## config.mk

```make
export PLATFORM = sky130hd
export DESIGN_NAME = shift_reg_serial_tx_flat
export DESIGN_NICKNAME = d
export VERILOG_FILES = /design/src/rtl/shift_reg_serial_tx_if.sv /design/src/rtl/shift_reg_serial_tx.sv /design/src/flat_wrapper.sv
export SDC_FILE = /design/constraint.sdc
export NUM_CORES = 1
export LEC_CHECK = 0
export BUFFER_PORTS_ARGS = -buffer_cell sky130_fd_sc_hd__buf_2
export CORE_MARGIN = 8
export CORE_UTILIZATION = 54
export CTS_BUF_LIST = sky130_fd_sc_hd__clkbuf_8
export DETAILED_ROUTE_END_ITERATION = 12
export GPL_ROUTABILITY_DRIVEN = 0
export PLACE_DENSITY = 0.71
export SETUP_SLACK_MARGIN = 0.5
export SYNTH_ARGS = -nofsm -noshare
export SYNTH_HDL_FRONTEND = slang
export SYNTH_SLANG_ARGS = --single-unit
```

## constraint.sdc

```tcl
create_clock -name CLK -period 4 [get_ports CLK]
set_input_delay 0.8 -clock CLK [delete_from_list [all_inputs] [get_ports CLK]]
set_output_delay 0.8 -clock CLK [all_outputs]
set_load 0.01 [all_outputs]
```

## src/rtl/shift_reg_serial_tx_if.sv

```systemverilog
// Purpose : word handshake and serial-line bundle between a parallel source and shift_reg_serial_tx.
// Latency : none; this is a plain signal bundle.
// Backpr. : load_ready is driven by the transmitter; the source holds data_par/load_valid until accepted.
// Ports   : data_par, load_valid (source -> tx); load_ready, tx_out, busy, done (tx -> consumer).
interface shift_reg_serial_tx_if #(
  parameter int DATA_W = 4
);
  logic [DATA_W-1:0] data_par;
  logic              load_valid;
  logic              load_ready;
  logic              tx_out;
  logic              busy;
  logic              done;

  modport master (
    output data_par,
    output load_valid,
    input  load_ready,
    input  tx_out,
    input  busy,
    input  done
  );

  modport slave (
    input  data_par,
    input  load_valid,
    output load_ready,
    output tx_out,
    output busy,
    output done
  );
endinterface

```

## src/rtl/shift_reg_serial_tx.sv

```systemverilog
// Purpose : serialises a 4-bit word as start, 4 data bits LSB first, [parity], stop; BAUD_DIV cycles per bit.
// Latency : start bit on the line the cycle after the accept edge; done pulses 6*BAUD_DIV (7 with parity) cycles after accept.
// Backpr. : load_ready is high only in IDLE (including the done cycle); load_valid while busy is ignored.
// Ports   : CLK clock, Clear async active-low reset, bus (slave modport): data_par, load_valid, load_ready, tx_out, busy, done.
// Option  : define TX_PARITY_EN to insert a parity bit after the data bits (PARITY_ODD selects odd sense).
module shift_reg_serial_tx #(
  parameter int DATA_W     = 4,
  parameter int BAUD_DIV   = 4,
  parameter int PARITY_ODD = 0
) (
  input  logic                  CLK,
  input  logic                  Clear,
  shift_reg_serial_tx_if.slave  bus
);

  localparam logic [7:0] BAUD_LAST = 8'(BAUD_DIV - 1);
  localparam logic [2:0] BIT_LAST  = 3'(DATA_W - 1);

  if (DATA_W != 4) begin : g_bad_data_w
    $error("shift_reg_serial_tx: DATA_W must be 4");
  end
  if (BAUD_DIV < 1 || BAUD_DIV > 255) begin : g_bad_baud
    $error("shift_reg_serial_tx: BAUD_DIV must be in 1..255");
  end
  if (PARITY_ODD != 0 && PARITY_ODD != 1) begin : g_bad_parity
    $error("shift_reg_serial_tx: PARITY_ODD must be 0 or 1");
  end

  typedef enum logic [2:0] {
    S_IDLE,
    S_START,
    S_DATA,
`ifdef TX_PARITY_EN
    S_PARITY,
`endif
    S_STOP
  } state_t;

  state_t            r_state;
  logic [7:0]        r_baud_cnt;
  logic [2:0]        r_bit_cnt;
  logic [DATA_W-1:0] r_shift;
  logic              r_tx;
  logic              r_busy;
  logic              r_done;

  state_t            w_state_nxt;
  logic [7:0]        w_baud_nxt;
  logic [2:0]        w_bit_nxt;
  logic [DATA_W-1:0] w_shift_nxt;
  logic              w_tx_nxt;
  logic              w_busy_nxt;
  logic              w_done_nxt;
  logic              w_baud_last;

`ifdef TX_PARITY_EN
  // Parity is fixed at accept time so later data_par changes cannot disturb it.
  logic r_par;
  logic w_par_nxt;
`endif

  assign w_baud_last = (r_baud_cnt == BAUD_LAST);

  always_ff @(posedge CLK or negedge Clear) begin
    if (!Clear) begin
      r_state    <= S_IDLE;
      r_baud_cnt <= 8'd0;
      r_bit_cnt  <= 3'd0;
      r_shift    <= '0;
      r_tx       <= 1'b1;
      r_busy     <= 1'b0;
      r_done     <= 1'b0;
`ifdef TX_PARITY_EN
      r_par      <= 1'b0;
`endif
    end else begin
      r_state    <= w_state_nxt;
      r_baud_cnt <= w_baud_nxt;
      r_bit_cnt  <= w_bit_nxt;
      r_shift    <= w_shift_nxt;
      r_tx       <= w_tx_nxt;
      r_busy     <= w_busy_nxt;
      r_done     <= w_done_nxt;
`ifdef TX_PARITY_EN
      r_par      <= w_par_nxt;
`endif
    end
  end

  always_comb begin
    w_state_nxt = r_state;
    w_baud_nxt  = r_baud_cnt;
    w_bit_nxt   = r_bit_cnt;
    w_shift_nxt = r_shift;
    w_tx_nxt    = r_tx;
    w_busy_nxt  = r_busy;
    w_done_nxt  = 1'b0;
`ifdef TX_PARITY_EN
    w_par_nxt   = r_par;
`endif

    // Every bit state shares the same baud timer: count to BAUD_LAST, then restart.
    if (r_state != S_IDLE) begin
      w_baud_nxt = w_baud_last ? 8'd0 : r_baud_cnt + 8'd1;
    end

    case (r_state)
      S_IDLE: begin
        w_tx_nxt   = 1'b1;
        w_busy_nxt = 1'b0;
        w_baud_nxt = 8'd0;
        w_bit_nxt  = 3'd0;
        if (bus.load_valid) begin
          w_state_nxt = S_START;
          w_shift_nxt = bus.data_par;
          w_tx_nxt    = 1'b0;
          w_busy_nxt  = 1'b1;
`ifdef TX_PARITY_EN
          w_par_nxt   = (^bus.data_par) ^ 1'(PARITY_ODD);
`endif
        end
      end

      S_START: begin
        if (w_baud_last) begin
          w_state_nxt = S_DATA;
          w_tx_nxt    = r_shift[0];
        end
      end

      S_DATA: begin
        if (w_baud_last) begin
          w_shift_nxt = {1'b0, r_shift[DATA_W-1:1]};
          if (r_bit_cnt == BIT_LAST) begin
            w_bit_nxt = 3'd0;
`ifdef TX_PARITY_EN
            w_state_nxt = S_PARITY;
            w_tx_nxt    = r_par;
`else
            w_state_nxt = S_STOP;
            w_tx_nxt    = 1'b1;
`endif
          end else begin
            w_bit_nxt = r_bit_cnt + 3'd1;
            // Next line value is the bit about to become the LSB.
            w_tx_nxt  = r_shift[1];
          end
        end
      end

`ifdef TX_PARITY_EN
      S_PARITY: begin
        if (w_baud_last) begin
          w_state_nxt = S_STOP;
          w_tx_nxt    = 1'b1;
        end
      end
`endif

      S_STOP: begin
        if (w_baud_last) begin
          w_state_nxt = S_IDLE;
          w_tx_nxt    = 1'b1;
          w_busy_nxt  = 1'b0;
          w_done_nxt  = 1'b1;
        end
      end

      default: begin
        w_state_nxt = S_IDLE;
        w_tx_nxt    = 1'b1;
        w_busy_nxt  = 1'b0;
      end
    endcase
  end

  // Ready is decoded from state so a word can be taken in the done cycle.
  assign bus.load_ready = (r_state == S_IDLE);
  assign bus.tx_out     = r_tx;
  assign bus.busy       = r_busy;
  assign bus.done       = r_done;

endmodule
```

## src/flat_wrapper.sv

```systemverilog
// flat-port wrapper written by rule: the top's interface ports become plain ports
module shift_reg_serial_tx_flat 
#(
  parameter int DATA_W     = 4,
  parameter int BAUD_DIV   = 4,
  parameter int PARITY_ODD = 0
)
  (CLK, Clear, bus_data_par, bus_load_valid, bus_load_ready, bus_tx_out, bus_busy, bus_done);
  shift_reg_serial_tx_if #(.DATA_W(DATA_W)) bus_i ();
  input  logic CLK;
  input  logic Clear;
  input wire logic [$bits(bus_i.data_par)-1:0] bus_data_par;
  input wire logic [$bits(bus_i.load_valid)-1:0] bus_load_valid;
  output wire logic [$bits(bus_i.load_ready)-1:0] bus_load_ready;
  output wire logic [$bits(bus_i.tx_out)-1:0] bus_tx_out;
  output wire logic [$bits(bus_i.busy)-1:0] bus_busy;
  output wire logic [$bits(bus_i.done)-1:0] bus_done;
  assign bus_i.data_par = bus_data_par;
  assign bus_i.load_valid = bus_load_valid;
  assign bus_load_ready = bus_i.load_ready;
  assign bus_tx_out = bus_i.tx_out;
  assign bus_busy = bus_i.busy;
  assign bus_done = bus_i.done;
  shift_reg_serial_tx #(.DATA_W(DATA_W), .BAUD_DIV(BAUD_DIV), .PARITY_ODD(PARITY_ODD)) u_core (.CLK(CLK), .Clear(Clear), .bus(bus_i));
endmodule
```

## Word level (Yosys, flattened, before mapping)

Cells that the tools add are included.

- Add/subtract/negate cells: 2
- Equal/unequal tests: 10
- Multiplexer cells: 26
- Bitwise operators: 1
- Reductions and logical operators: 10

Operators by type and width:

| kind | count |
|---|---|
| $mux W8 | 3 |
| $mux W3 | 7 |
| $pmux W3 S4 | 1 |
| $eq A3 B2 Y1 const B | 3 |
| $mux W1 | 9 |
| $add A8 B1 Y8 const B | 1 |
| $eq A8 B2 Y1 const B | 1 |
| $mux W4 | 2 |
| $ne A2 B1 Y1 const B | 4 |
| $pmux W4 S2 | 1 |
| $pmux W3 S2 | 1 |
| $reduce_and A3 Y1 | 2 |
| $reduce_and A5 Y1 | 1 |
| $pmux W1 S4 | 1 |
| $reduce_and A2 Y1 | 2 |
| $reduce_bool A2 Y1 | 2 |
| $add A3 B1 Y3 const B | 1 |
| $eq A3 B1 Y1 const B | 1 |
| $logic_not A3 Y1 | 1 |
| $pmux W1 S3 | 1 |
| $reduce_bool A3 Y1 | 1 |
| $ne A2 B2 Y1 const B | 1 |
| $reduce_or A2 Y1 | 1 |
| $not A1 Y1 | 1 |

- Bits in registers: 21
- Input bits: 7
- Output and inout bits: 4

## Depth between registers and ports, before layout

- Depth after elaboration: 4
- Depth in mapped cells: 7

## Least setup slack after synthesis

No wires, ideal clock.

- Kind: register to register
- Start point: register u_core.r_baud_cnt[0]
- End point: register u_core.r_state[1]
- Setup time: 0.125 ns
- Arrival: 1.576 ns
- Path slack: 2.299 ns
- Stages on the path, launching flop included: 6
- Path buffers: 0
- Path through: dfrtp_1 > ha_1 > nor3b_2 > a21oi_1 > a221oi_2 > mux2_2

- Longest elaborated chain between the ends: 3
- Elaborated cells between the ends (all ways): 5
- Those cells by class: eq/ne (4); reduce/logical (1)

Ends and longest elaborated chain:

| item | line | source |
|---|---|---|
| start, declared | shift_reg_serial_tx.sv:40 | `logic [7:0] r_baud_cnt;` |
| start signal, assigned | shift_reg_serial_tx.sv:78 | `r_baud_cnt <= w_baud_nxt;` |
| $eq A8 B2 Y1 * | shift_reg_serial_tx.sv:62 | `assign w_baud_last = (r_baud_cnt == BAUD_LAST);` |
| $ne A2 B1 Y1 (no source line) | -- |  |
| $reduce_and A5 Y1 (no source line) * | -- |  |
| end signal, assigned | shift_reg_serial_tx.sv:77 | `r_state <= w_state_nxt;` |
| end, declared | shift_reg_serial_tx.sv:39 | `state_t r_state;` |

Every way passes the cells marked *; elsewhere a longest branch is shown, timed or not.
A chain may end at the register's enable or synchronous reset.

## Final worst setup path

- Start point: register u_core.r_state[0]
- End point: output bus_load_ready

- Longest elaborated chain between the ends: 1

Ends and longest elaborated chain:

| item | line | source |
|---|---|---|
| $logic_not A3 Y1 | shift_reg_serial_tx.sv:178 | `assign bus.load_ready = (r_state == S_IDLE);` |
| end, declared | flat_wrapper.sv:14 | `output wire logic [$bits(bus_i.load_ready)-1:0] bus_load_ready;` |

No other way between the ends.

==> results_dict.tcl <==
set metrics [dict create \
    power_frac_clock_pct 17.3 \
    mostFrequentLayoutCells "dfrtp_1 (19), buf_2 (10), nor3_1 (8)" \
    hold_buffers 0 \
    drv_slew 0 \
    clk_latency_ns 0.26 \
    async_flop_share_pct 100.0 \
    comb_power_share_pct 47.1 \
    fin_crit_sh_pct 60.13 \
    timing_hold_violations_final 0 \
    p_leak_nw 0.5830 \
    viasPerCell 5.703 \
    seq_area_frac_synth_pct 43.78 \
    path_buf_inv 2 \
    core_mm2 0.001982 \
    cts_buffer_depth 2 \
    syn_area_mm2 0.001146 \
    swShare_pct 39.34 \
    drt_wl_total_um 2208 \
    syn_avg_cell_area_um2 10.23 \
    area_growth_pct 9.717 \
    pin_count 11 \
    clock_skew_ns 0.001184 \
    dieHeight_um 62.07 \
    clock.fmax_mhz 415.8 \
    synth-edff-count 0 \
    ys.flop_type "dfrtp_1" \
    tns_ns 0 \
    clk_pin_slew_worst_paths_ns 0.07 \
    final_nets 136 \
    run_status "completed" \
    drt_iter0_markers 29 \
    firstDrtPassIters 4 \
    post-place-ws_ns 1.882 \
    start_kind "flop" \
    ys_types 41 \
    hold_path_class "input pin to asynchronous set/reset pin" \
    worst_slew_pin_slew_ns 0.6540 \
    final_common_cell "dfrtp_1" \
    cts_resized 0 \
    cts_max_level 1 \
    rows 16 \
    grt_max_degree 21 \
    critPathKind "flop to primary output" \
    critPathRequiredTime_ns 3.20 \
    postSynthNetCount 126 \
    wl_per_cell_um 14.92 \
    postCtsSetupBuffers 0 \
    hpwl_um 1583 \
    power.density_mw_per_mm2 704.1 \
    grt_antenna_before_repair 0 \
    drive_above_1_share_pct 23.14 \
    drc 0 \
    grt_pass1_vias 803 \
    critPathCaptureType "primary output" \
    die_x_um 62.07 \
    cts_tree "done" \
    num_vias 844 \
    fin_ws_ns 1.595 \
    seqPwrFrac_pct 35.7 \
    slew_headroom_pct 56.40 \
    crit_arrival_ns 1.60 \
    grt_overflow 0 \
    cts_made_buffers 3 \
    antenna_cells 0 \
    rsz0062_at_grt "false" \
    clock-sinks 20 \
    ant_nets 0 \
    grt_first_pass_wirelength_um 3732 \
    yosys_warnings 0 \
    power.switching_mw 0.3484 \
    max_cap_violations 0 \
    max_stage_delay_ns 0.57 \
    critPathSlowestCell "ha_1" \
    die_area_mm2 0.003853 \
    port-buffer-count 10 \
    setup_viol 0 \
    initial_core_util_pct 57.83 \
    ir_drop_v 0.0004394 \
    cell_internal_pwr_mw 0.5371 \
    clockRootBuffer "clkbuf_8" \
    worstPathCellList "inv_1 -> ha_1 -> buf_2" \
    period_needed_ns 2.405 \
    grt_usage_pct 13.21 \
    hold_slack_ns 0.4797 \
    synth_cells 112 \
    cp_top_family "adder cells" \
    worstPathMaxFanout 18 \
    ys_ff_latch 20 \
]
==> through the flow <==
stage / std cells / utilization, % / cell area [um2] / power, mW
floorplan: 112 / - / 1146 / 0.6448
global placement: 144 / 60.67 / 1202 / 0.7203
detailed placement: 144 / 60.67 / 1202 / 0.7369
CTS: 148 / 63.45 / 1257 / 0.8906
global route: 148 / 63.45 / 1257 / 0.9493
finish: 148 / 63.45 / 1257 / 0.8854
==> final cells by class <==
type                            instances  area, um2
Clock buffer                            4      55.05
Fill cell                             161      724.4
Inverter                                7      26.28
Multi-Input combinational cell         80      590.6
Sequential cell                        20      501.7
Tap cell                               27      33.78
Timing Repair Buffer                   10      50.05
==> logic make-up after synthesis <==
| kind of cell | after synthesis | share of synthesized area [%] |
|---|---|---|
| AOI/OAI and AO/OA | 22 | 14.85 |
| buffers and inverters | 12 | 4.694 |
| DFF | 20 | 43.78 |
| muxes | 4 | 3.821 |
| xor gates and xnor gates | 6 | 4.585 |
| and+or+nand+nor | 41 | 20.63 |
| adders and majority gates | 7 | 7.642 |
==> per-layer routing <==
layer	global-route usage [%]	wire, um	vias up
met2	20.21	983	15
met5	0	0	-
li1	-	-	420
met3	4.321	93	5
met1	16.83	1105	404
met4	4.870	25	0
==> cells in the mapped netlist, types with 2 or more instances <==
master,count,area [um2]
a21oi_1,4,20.02
a22o_1,2,17.52
and3_2,2,15.01
clkbuf_1,3,11.26
dfrtp_1,19,475.5
ha_1,7,87.58
inv_1,7,26.28
mux2_2,3,33.78
nand2_1,6,22.52
nand2b_1,2,12.51
nand3_1,5,25.02
nor2_1,6,22.52
nor2b_1,2,12.51
nor3_1,8,40.04
o21ai_0,3,15.01
o221a_2,2,22.52
or3_1,3,18.77
xor2_1,5,43.79
==> power by group through the flow <==
stage | sequential (mW) | clock [mW] | combinational [mW]
final | 0.316 | 0.153 | 0.417
after floorplan | 0.312 | 0 | 0.333
after global placement | 0.315 | 0 | 0.405
after CTS | 0.315 | 0.158 | 0.417
after detailed placement | 0.319 | 0 | 0.418
after global routing | 0.322 | 0.166 | 0.461
==> path summary, 6_finish.rpt <==
kind,cells past startpoint,slack [ns],start,endpoint
worst min register to register,1,0.50,u_core.r_bit_cnt[2],u_core.r_bit_cnt[2]
min in group CLK,1,0.50,u_core.r_bit_cnt[2],u_core.r_bit_cnt[2]
max in group asynchronous,1,3.18,Clear,u_core.bus.tx_out
worst max register to register,6,1.94,u_core.r_state[0],u_core.r_state[1]
worst max-delay path,3,1.60,u_core.r_state[0],bus_load_ready
worst min-delay path,1,0.48,Clear,u_core.bus.done
==> registers in the layout, summed over array words and instances (netlist names) <==
register and count:
u_core.bus.tx_out 1, u_core.bus.done 1, u_core.bus.busy 1, u_core.r_state 2
u_core.r_shift 4, u_core.r_bit_cnt 3, u_core.r_baud_cnt 8
==> worst reg2reg max path, cell delays in order, from the launching register on <==
cell and delay (ns):
dfrtp_1 0.43, inv_1 0.10, ha_1 0.58, nor3_1 0.09, a21oi_1 0.36, a221oi_2 0.08
mux2_2 0.31
(Power assumes the default switching activity.)
